**config.mk**
```make
export PLATFORM = sky130hd
export DESIGN_NAME = ram_lsu_bridge_flat
export DESIGN_NICKNAME = d
export VERILOG_FILES = /design/src/rtl/ram_lsu_bridge_pkg.sv /design/src/rtl/ram_lsu_bridge_if.sv /design/src/rtl/ram_lsu_bridge_lane_extract.sv /design/src/rtl/ram_lsu_bridge.sv /design/src/flat_wrapper.sv
export SDC_FILE = /design/constraint.sdc
export NUM_CORES = 1
export LEC_CHECK = 0
export CORE_AREA = 2 2 118 120
export CTS_CLUSTER_DIAMETER = 150
export CTS_CLUSTER_SIZE = 30
export DETAILED_ROUTE_END_ITERATION = 7
export DIE_AREA = 0 0 120 122
export PLACE_DENSITY_LB_ADDON = 0.08
export SYNTH_ARGS = -nofsm -noshare
export SYNTH_HDL_FRONTEND = slang
export SYNTH_SLANG_ARGS = --single-unit
export TNS_END_PERCENT = 1
```
**constraint.sdc**
```tcl
create_clock -name clk -period 3.8 [get_ports clk]
set_input_delay 0.76 -clock clk [delete_from_list [all_inputs] [get_ports clk]]
set_output_delay 0.76 -clock clk [all_outputs]
set_load 0.02 [all_outputs]
```
**src/rtl/ram_lsu_bridge_pkg.sv**
```systemverilog
`default_nettype none
// ============================================================================
// Module      : ram_lsu_bridge_pkg
// Description : Shared types, encodings and helpers for the RAM load/store
//               bridge.
// Revision    : 1.0 - initial release
// ============================================================================
package ram_lsu_bridge_pkg;

    typedef enum logic [1:0] {
        SIZE_B = 2'd0,
        SIZE_H = 2'd1,
        SIZE_W = 2'd2,
        SIZE_X = 2'd3
    } lsu_size_e;

    typedef enum logic [1:0] {
        ST_IDLE   = 2'd0,
        ST_ACCESS = 2'd1,
        ST_WRITE  = 2'd2,
        ST_RESP   = 2'd3
    } lsu_state_e;

    localparam logic [31:0] ZeroWord    = 32'h0000_0000;
    localparam logic        WriteEnable = 1'b1;

    // Illegal size or a byte offset that does not match the access width.
    function automatic logic lsu_size_fault(input lsu_size_e size,
                                            input logic [1:0] offset);
        logic fault;
        case (size)
            SIZE_B:  fault = 1'b0;
            SIZE_H:  fault = offset[0];
            SIZE_W:  fault = (offset != 2'b00);
            default: fault = 1'b1;
        endcase
        return fault;
    endfunction

endpackage
`default_nettype wire

```
**src/rtl/ram_lsu_bridge_if.sv**
```systemverilog
`default_nettype none
// ============================================================================
// Module      : ram_lsu_bridge_if
// Description : Request/response and RAM-port signal bundle for the bridge.
// Revision    : 1.0 - initial release
// ============================================================================
interface ram_lsu_bridge_if #(
    parameter int ADDR_W = 32
) ();
    logic              req_valid_i;
    logic              req_ready_o;
    logic              req_we_i;
    logic [ADDR_W-1:0] req_addr_i;
    logic [31:0]       req_wdata_i;
    logic [1:0]        req_size_i;
    logic              req_unsigned_i;

    logic              rsp_valid_o;
    logic              rsp_ready_i;
    logic [31:0]       rsp_rdata_o;
    logic              rsp_err_o;

    logic              ram_we_o;
    logic [ADDR_W-1:0] ram_addr_o;
    logic [31:0]       ram_wdata_o;
    logic [31:0]       ram_rdata_i;

    // Bridge side
    modport slave (
        input  req_valid_i, req_we_i, req_addr_i, req_wdata_i, req_size_i,
        input  req_unsigned_i, rsp_ready_i, ram_rdata_i,
        output req_ready_o, rsp_valid_o, rsp_rdata_o, rsp_err_o,
        output ram_we_o, ram_addr_o, ram_wdata_o
    );

    // Core + RAM side
    modport master (
        output req_valid_i, req_we_i, req_addr_i, req_wdata_i, req_size_i,
        output req_unsigned_i, rsp_ready_i, ram_rdata_i,
        input  req_ready_o, rsp_valid_o, rsp_rdata_o, rsp_err_o,
        input  ram_we_o, ram_addr_o, ram_wdata_o
    );
endinterface
`default_nettype wire

```
**src/rtl/ram_lsu_bridge_lane_extract.sv**
```systemverilog
`default_nettype none
// ============================================================================
// Module      : lsu_lane_extract
// Description : Selects the addressed byte/half lane of a RAM word and
//               sign- or zero-extends it to 32 bits.
// Revision    : 1.0 - initial release
// ============================================================================
module lsu_lane_extract
    import ram_lsu_bridge_pkg::*;
(
    input  wire logic [31:0] i_rdata,
    input  wire logic [1:0]  i_offset,
    input  lsu_size_e        i_size,
    input  wire logic        i_unsigned,
    output logic [31:0]      o_data
);
    logic [7:0]  w_byte;
    logic [15:0] w_half;
    logic        w_fill;

    always_comb begin
        w_byte = i_rdata[{i_offset, 3'b000} +: 8];
        w_half = i_rdata[{i_offset[1], 4'b0000} +: 16];
        w_fill = 1'b0;
        o_data = i_rdata;
        case (i_size)
            SIZE_B: begin
                w_fill = ~i_unsigned & w_byte[7];
                o_data = {{24{w_fill}}, w_byte};
            end
            SIZE_H: begin
                w_fill = ~i_unsigned & w_half[15];
                o_data = {{16{w_fill}}, w_half};
            end
            default: o_data = i_rdata;
        endcase
    end

endmodule
`default_nettype wire

```
**src/rtl/ram_lsu_bridge.sv**
```systemverilog
`default_nettype none
// ============================================================================
// Module      : ram_lsu_bridge
// Description : Load/store front-end for a word-addressed data RAM: lane
//               extraction for loads, read-modify-write for sub-word stores.
// Revision    : 1.0 - initial release
// ============================================================================
module ram_lsu_bridge
    import ram_lsu_bridge_pkg::*;
#(
    parameter int MEM_NUM = 4096,
    parameter int ADDR_W  = 32
) (
    input  wire logic        clk,
    input  wire logic        rst,
    ram_lsu_bridge_if.slave  bus
);
    localparam logic [ADDR_W-1:0] c_MEM_NUM = ADDR_W'(MEM_NUM);

    lsu_state_e        r_state;
    lsu_state_e        w_state_next;

    logic              r_we;
    logic [ADDR_W-1:0] r_addr;
    logic [31:0]       r_wdata;
    lsu_size_e         r_size;
    logic              r_unsigned;
    logic [31:0]       r_merge;
    logic [31:0]       r_rsp_rdata;
    logic              r_rsp_err;

    lsu_size_e         w_req_size;
    logic              w_accept;
    logic              w_req_err;
    logic              w_subword;
    logic [31:0]       w_load_data;
    logic [31:0]       w_merged;
    logic [ADDR_W-1:0] w_word_addr;

    assign w_req_size      = lsu_size_e'(bus.req_size_i);
    assign bus.req_ready_o = (r_state == ST_IDLE) & ~rst;
    assign w_accept        = bus.req_valid_i & bus.req_ready_o;
    assign w_req_err       = lsu_size_fault(w_req_size, bus.req_addr_i[1:0])
                           | ({2'b00, bus.req_addr_i[ADDR_W-1:2]} >= c_MEM_NUM);
    assign w_subword       = (r_size != SIZE_W);
    assign w_word_addr     = {r_addr[ADDR_W-1:2], 2'b00};

    assign bus.rsp_valid_o = (r_state == ST_RESP);
    assign bus.rsp_rdata_o = r_rsp_rdata;
    assign bus.rsp_err_o   = r_rsp_err;

    lsu_lane_extract u_lane_extract (
        .i_rdata    (bus.ram_rdata_i),
        .i_offset   (r_addr[1:0]),
        .i_size     (r_size),
        .i_unsigned (r_unsigned),
        .o_data     (w_load_data)
    );

    // State register
    always_ff @(posedge clk) begin
        if (rst) begin
            r_state <= ST_IDLE;
        end else begin
            r_state <= w_state_next;
        end
    end

    // Next-state logic; faulting requests skip the RAM entirely.
    always_comb begin
        w_state_next = r_state;
        case (r_state)
            ST_IDLE: begin
                if (w_accept) begin
                    w_state_next = w_req_err ? ST_RESP : ST_ACCESS;
                end
            end
            ST_ACCESS: begin
                w_state_next = (r_we & w_subword) ? ST_WRITE : ST_RESP;
            end
            ST_WRITE: begin
                w_state_next = ST_RESP;
            end
            ST_RESP: begin
                if (bus.rsp_ready_i) begin
                    w_state_next = ST_IDLE;
                end
            end
            default: w_state_next = ST_IDLE;
        endcase
    end

    // Sub-word store: replace only the addressed lane of the captured word.
    always_comb begin
        w_merged = r_merge;
        if (r_size == SIZE_B) begin
            w_merged[{r_addr[1:0], 3'b000} +: 8] = r_wdata[7:0];
        end else begin
            w_merged[{r_addr[1], 4'b0000} +: 16] = r_wdata[15:0];
        end
    end

    // RAM port drive; everything is forced quiet while rst is high.
    always_comb begin
        bus.ram_we_o    = 1'b0;
        bus.ram_addr_o  = '0;
        bus.ram_wdata_o = ZeroWord;
        if (!rst) begin
            case (r_state)
                ST_ACCESS: begin
                    bus.ram_addr_o = w_word_addr;
                    if (r_we && !w_subword) begin
                        bus.ram_we_o    = WriteEnable;
                        bus.ram_wdata_o = r_wdata;
                    end
                end
                ST_WRITE: begin
                    bus.ram_addr_o  = w_word_addr;
                    bus.ram_we_o    = WriteEnable;
                    bus.ram_wdata_o = w_merged;
                end
                default: begin
                    bus.ram_addr_o = '0;
                end
            endcase
        end
    end

    // Request capture and response datapath
    always_ff @(posedge clk) begin
        if (rst) begin
            r_we        <= 1'b0;
            r_addr      <= '0;
            r_wdata     <= ZeroWord;
            r_size      <= SIZE_B;
            r_unsigned  <= 1'b0;
            r_merge     <= ZeroWord;
            r_rsp_rdata <= ZeroWord;
            r_rsp_err   <= 1'b0;
        end else begin
            if (w_accept) begin
                r_we        <= bus.req_we_i;
                r_addr      <= bus.req_addr_i;
                r_wdata     <= bus.req_wdata_i;
                r_size      <= w_req_size;
                r_unsigned  <= bus.req_unsigned_i;
                r_rsp_rdata <= ZeroWord;
                r_rsp_err   <= w_req_err;
            end
            if (r_state == ST_ACCESS) begin
                if (!r_we) begin
                    r_rsp_rdata <= w_load_data;
                end else if (w_subword) begin
                    r_merge <= bus.ram_rdata_i;
                end
            end
        end
    end

endmodule
`default_nettype wire

```
**src/flat_wrapper.sv**
```systemverilog
// flat-port wrapper written by rule: the top's interface ports become plain ports
module ram_lsu_bridge_flat import ram_lsu_bridge_pkg::*;
#(
    parameter int MEM_NUM = 4096,
    parameter int ADDR_W  = 32
)
  (clk, rst, bus_req_valid_i, bus_req_we_i, bus_req_addr_i, bus_req_wdata_i, bus_req_size_i, bus_req_unsigned_i, bus_rsp_ready_i, bus_ram_rdata_i, bus_req_ready_o, bus_rsp_valid_o, bus_rsp_rdata_o, bus_rsp_err_o, bus_ram_we_o, bus_ram_addr_o, bus_ram_wdata_o);
  ram_lsu_bridge_if #(.ADDR_W(ADDR_W)) bus_i ();
  input  wire logic clk;
  input  wire logic rst;
  input wire logic [$bits(bus_i.req_valid_i)-1:0] bus_req_valid_i;
  input wire logic [$bits(bus_i.req_we_i)-1:0] bus_req_we_i;
  input wire logic [$bits(bus_i.req_addr_i)-1:0] bus_req_addr_i;
  input wire logic [$bits(bus_i.req_wdata_i)-1:0] bus_req_wdata_i;
  input wire logic [$bits(bus_i.req_size_i)-1:0] bus_req_size_i;
  input wire logic [$bits(bus_i.req_unsigned_i)-1:0] bus_req_unsigned_i;
  input wire logic [$bits(bus_i.rsp_ready_i)-1:0] bus_rsp_ready_i;
  input wire logic [$bits(bus_i.ram_rdata_i)-1:0] bus_ram_rdata_i;
  output wire logic [$bits(bus_i.req_ready_o)-1:0] bus_req_ready_o;
  output wire logic [$bits(bus_i.rsp_valid_o)-1:0] bus_rsp_valid_o;
  output wire logic [$bits(bus_i.rsp_rdata_o)-1:0] bus_rsp_rdata_o;
  output wire logic [$bits(bus_i.rsp_err_o)-1:0] bus_rsp_err_o;
  output wire logic [$bits(bus_i.ram_we_o)-1:0] bus_ram_we_o;
  output wire logic [$bits(bus_i.ram_addr_o)-1:0] bus_ram_addr_o;
  output wire logic [$bits(bus_i.ram_wdata_o)-1:0] bus_ram_wdata_o;
  assign bus_i.req_valid_i = bus_req_valid_i;
  assign bus_i.req_we_i = bus_req_we_i;
  assign bus_i.req_addr_i = bus_req_addr_i;
  assign bus_i.req_wdata_i = bus_req_wdata_i;
  assign bus_i.req_size_i = bus_req_size_i;
  assign bus_i.req_unsigned_i = bus_req_unsigned_i;
  assign bus_i.rsp_ready_i = bus_rsp_ready_i;
  assign bus_i.ram_rdata_i = bus_ram_rdata_i;
  assign bus_req_ready_o = bus_i.req_ready_o;
  assign bus_rsp_valid_o = bus_i.rsp_valid_o;
  assign bus_rsp_rdata_o = bus_i.rsp_rdata_o;
  assign bus_rsp_err_o = bus_i.rsp_err_o;
  assign bus_ram_we_o = bus_i.ram_we_o;
  assign bus_ram_addr_o = bus_i.ram_addr_o;
  assign bus_ram_wdata_o = bus_i.ram_wdata_o;
  ram_lsu_bridge #(.MEM_NUM(MEM_NUM), .ADDR_W(ADDR_W)) u_core (.clk(clk), .rst(rst), .bus(bus_i));
endmodule
```
==> impl_summary.md <==
Run status
The flow ran to the end, and the final reports show no timing, DRC or antenna violations.

Placed design
The total cell area at the placement stage is approximately 0.009 mm². The placer congestion estimate is 0.959. The count of input and output buffers is approximately 200. In this run, placement finished with an instance count of 1174. The HPWL after detailed placement is 15.5 mm.

Detailed routing
After detailed routing, the number of remaining DRC violations is 0. The mean number of vias per cell is roughly 5.7. After detailed routing, the average wire length per cell comes to 18.1 µm. The detail route stage leaves a number of antenna-violating nets equal to 0.

For this block, the routed nets add up to approximately 22 mm of wire. The routed layout has about 6900 vias. Before antenna repair, the detailed router went through 6 iterations. The detailed router's first-iteration violation count is between 800 and 900.

Synth
Of the total synthesized cell area, the portion taken by full adders, half adders and majority gates is 0.0187. The dominant combinational cell family by area after synthesis is compound AO/OA/AOI/OAI gates. The share of synthesized cell area in and, or, nand and nor gates is 0.224.

Of the total synthesized cell area, the portion taken by XOR and XNOR cells is 0. The count of distinct cell types in the synthesized netlist is between 50 and 60. The flip-flop and latch count after synthesis is around 140. The predominant post-synthesis flop cell is sky130_fd_sc_hd__dfxtp_1. The share of flip-flops with an asynchronous set or reset is 0. After synthesis, the share of cell area in mux cells is 0.0424. The mapped netlist covers 0.00670 mm². Synthesis produced 849 cells. The compound-gate portion of the synthesized area came to 0.256. The average footprint of a synthesized cell is 7.89 µm². The share of synthesized area occupied by flip-flops and latches is 0.404.

The Yosys step of the flow raised 0 warnings. Yosys mapped a number of flops with a built-in enable equal to 0.

Global route
Summed over all layers, the global routing overflow is 0. The all-layer global routing usage is 0.295. The pin count of the biggest net entering global routing is between 50 and 60. The number of global-route vias before repair is between 6000 and 7000.

The initial antenna violation count is 0. The global-route wire length before repair is roughly 34 mm.

Power
Summing internal, switching and leakage power gives approximately 0.0053 W. For this design the ratio of total power to cell area is 564 mW/mm². Of the total power, the share spent switching nets is 0.361. The worst-case IR drop observed on VDD is around 0.36 mV. The share of total power dissipated in combinational logic is 0.344. The leakage power figure is around 3.3 nW. The share of total power dissipated in the clock network is 0.305. The power dissipated by switching net loads is 0.00191 W. The internal portion of the total power is 0.00338 W. The share of total power dissipated in sequential elements is 0.351.

Setup path
The delay of the slowest cell on the worst path is 0.60 ns. The critical path data required time is about 3.0 ns. By startpoint and endpoint, the worst setup path is classified as flip-flop to output pin. STA puts the critical path data arrival time at ~2.9 ns.

The worst setup path is captured at an output pin. The kind of start point of the critical path is a flip-flop. The cell type of the slowest stage on the worst timing path is sky130_fd_sc_hd__clkdlybuf4s50_1. Walking the worst path, the cells encountered are inv_1, ha_1, nor4bb_1, buf_4, a221o_1, a32oi_1, nor2_1, clkdlybuf4s50_1.

In this run the worst path has a maximum fanout of 9.

STA
Headroom to the max-slew limit came out at 0.160. Setup repair after global routing left no endpoint under its margin. Timing would allow up to 272 MHz. The final number of setup-violating endpoints is 0. The count of final hold-check violations is 0. The number of max-slew violations in the final report is 0. The clock arrives with approximately 0.0054 ns of skew. After routing, the total negative slack on setup checks comes to 0 ns. The final cycle utilization of the critical path is 0.967. The clock period could shrink to about 3.7 ns.

For the pin with the worst max-slew slack, the measured transition is approximately 1.3 ns.

Clocking
TritonCTS built the clock tree. The buffer count from post-CTS setup fixing is 0. The buffer type at the clock tree root is sky130_fd_sc_hd__clkbuf_16. Clock-pin slew was measured on the worst setup and hold paths at about 0.060 ns. The H-tree generated during clock tree synthesis spans 4 levels. Buffers inserted during clock tree synthesis total 17. The worst-case clock buffer depth is 2. CTS saw ~140 sinks. The number of buffers added to fix hold violations after cts is 0.

The clock reaches the later pin of the worst-skew pair after 0.42 ns.

Min path
The worst hold path belongs to the class flip-flop to flip-flop.

Cells and area
The number of antenna repair diodes is 0. The final layout contains about 1100 nets. The post-route standard cell area excluding fillers is ~0.0094 mm².

The share of cells above drive strength 1 is 0.0809. The layout overhead on the synthesized area is 40.1%. The number of standard cells in the layout, taps in and fillers out is roughly 1200.

Die
The horizontal die dimension is 120 µm. The initialized floorplan defines 43 standard-cell rows. The total area inside the core boundary comes to approximately 0.014 mm². The number of top-level pins is 204. The initial utilization of the core area, before any placement, comes to 0.496. The floorplan die height is between 100 and 150 µm. The die covers 0.0146 mm².

Job
The number of maximum-capacitance violations is 0.
-- synth_stat cells, drive strengths merged (4+ instances only) --
master   count  area share
a22oi       17       0.019
inv         10      0.0056
a221o       32       0.048
o21ai       78       0.058
nor4         7      0.0097
clkbuf      54       0.030
nand2b       6      0.0056
mux2         8       0.013
mux2i       19       0.029
a221oi       4      0.0052
a21oi       82       0.061
nand2      223        0.12
nor3b       10       0.011
nand3        4      0.0030
a222oi       8       0.012
a2111oi     10       0.021
dfxtp      135        0.40
buf         24       0.018
a211oi       8       0.012
and3        32       0.030
o31ai        5      0.0064
nor3        11      0.0090
nor2b        4      0.0037
ha          10       0.019
nor2        25       0.014
-- flip-flops by register name, indices dropped and copies added, names as in the netlist --
name,count
u_core.bus.rsp_rdata_o,32
u_core.r_wdata,32
u_core.r_addr,32
u_core.bus.rsp_err_o,1
u_core.r_unsigned,1
u_core.r_we,1
u_core.r_size,2
u_core.r_merge,32
u_core.r_state,2
-- kinds of logic after synthesis --
family	count (synthesis)
AO/OA/AOI/OAI	255
adder cells (fa/ha/maj)	10
buffers and inverters	88
flip-flops	135
multiplexers	27
other	1
AND/OR/NAND/NOR	333
-- placed cells by master, fill, tap and decap left out, types with 17 or more instances in the layout --
master / synthesis / layout
sky130_fd_sc_hd__clkdlybuf4s50_1: 0 / 200
sky130_fd_sc_hd__nand2_1: 223 / 223
sky130_fd_sc_hd__a22oi_1: 17 / 17
sky130_fd_sc_hd__dfxtp_1: 135 / 134
sky130_fd_sc_hd__buf_4: 3 / 20
sky130_fd_sc_hd__o21ai_0: 70 / 70
sky130_fd_sc_hd__mux2i_1: 18 / 18
sky130_fd_sc_hd__clkbuf_16: 0 / 17
sky130_fd_sc_hd__a21oi_1: 82 / 82
sky130_fd_sc_hd__nor2_1: 25 / 25
sky130_fd_sc_hd__and3_1: 32 / 32
sky130_fd_sc_hd__a221o_1: 32 / 32
-- per-layer routing --
metal | vias up | track usage | share of wire
li1 | 3349 | - | -
met1 | 3206 | 0.407 | 0.43
met3 | 50 | 0.0679 | 0.084
met5 | - | 0 | 0
met4 | 0 | 0.117 | 0.027
met2 | 317 | 0.446 | 0.45
-- per-stage QoR --
step           worst slack (ns)  utilization  hold WS, ns
6_report                  0.125        0.695        0.458
5_1_grt                 0.00588        0.695        0.479
4_1_cts                  0.0578        0.694        0.462
3_5_place_dp              0.330        0.650        0.454
3_3_place_gp              0.414        0.650        0.444
2_1_floorplan              1.01            -        0.436
-- power groups by stage --
stage	sequential (W)	clock [W]	combinational, W
after floorplan	0.00191	0	0.00107
after global placement	0.00187	0	0.00177
after detailed placement	0.00188	0	0.00178
after CTS	0.00185	0.00163	0.00180
after global routing	0.00188	0.00169	0.00198
final	0.00186	0.00162	0.00182
-- what timing repair did --
| action | in CTS | in global routing |
|---|---|---|
| endpoints found under the setup margin | 8 | 32 |
| hold endpoints to repair | 0 | 0 |
| resized for setup | 1 | 3 |
-- critical path, delay by kind of cell, from the launching register on --
family | cells | cell delay [ns]
buffers and inverters | 3 | 1.09
AND/OR/NAND/NOR | 2 | 0.46
adder cells (fa/ha/maj) | 1 | 0.35
flip-flops | 1 | 0.31
AO/OA/AOI/OAI | 2 | 0.28
-- path summary, 6_finish.rpt --
check	endpoint	slack [ns]	depth (start not counted)	startpoint
worst max register to register	u_core.bus.rsp_rdata_o[29]	1.28	5	u_core.r_state[0]
worst max-delay path	bus_ram_wdata_o[31]	0.12	8	u_core.r_addr[1]
worst min register to register	u_core.r_merge[0]	0.46	2	u_core.r_merge[0]
worst min-delay path	u_core.r_merge[0]	0.46	2	u_core.r_merge[0]
-- cell type report --
class	instances	area, µm²
Tap cell	180	225
Fill cell	1135	4120
Clock buffer	18	429
Clock inverter	14	154
Inverter	10	37.5
Sequential cell	135	2700
Multi-Input combinational cell	627	3650
Timing Repair Buffer	222	2180
(Power assumes the default switching activity.)
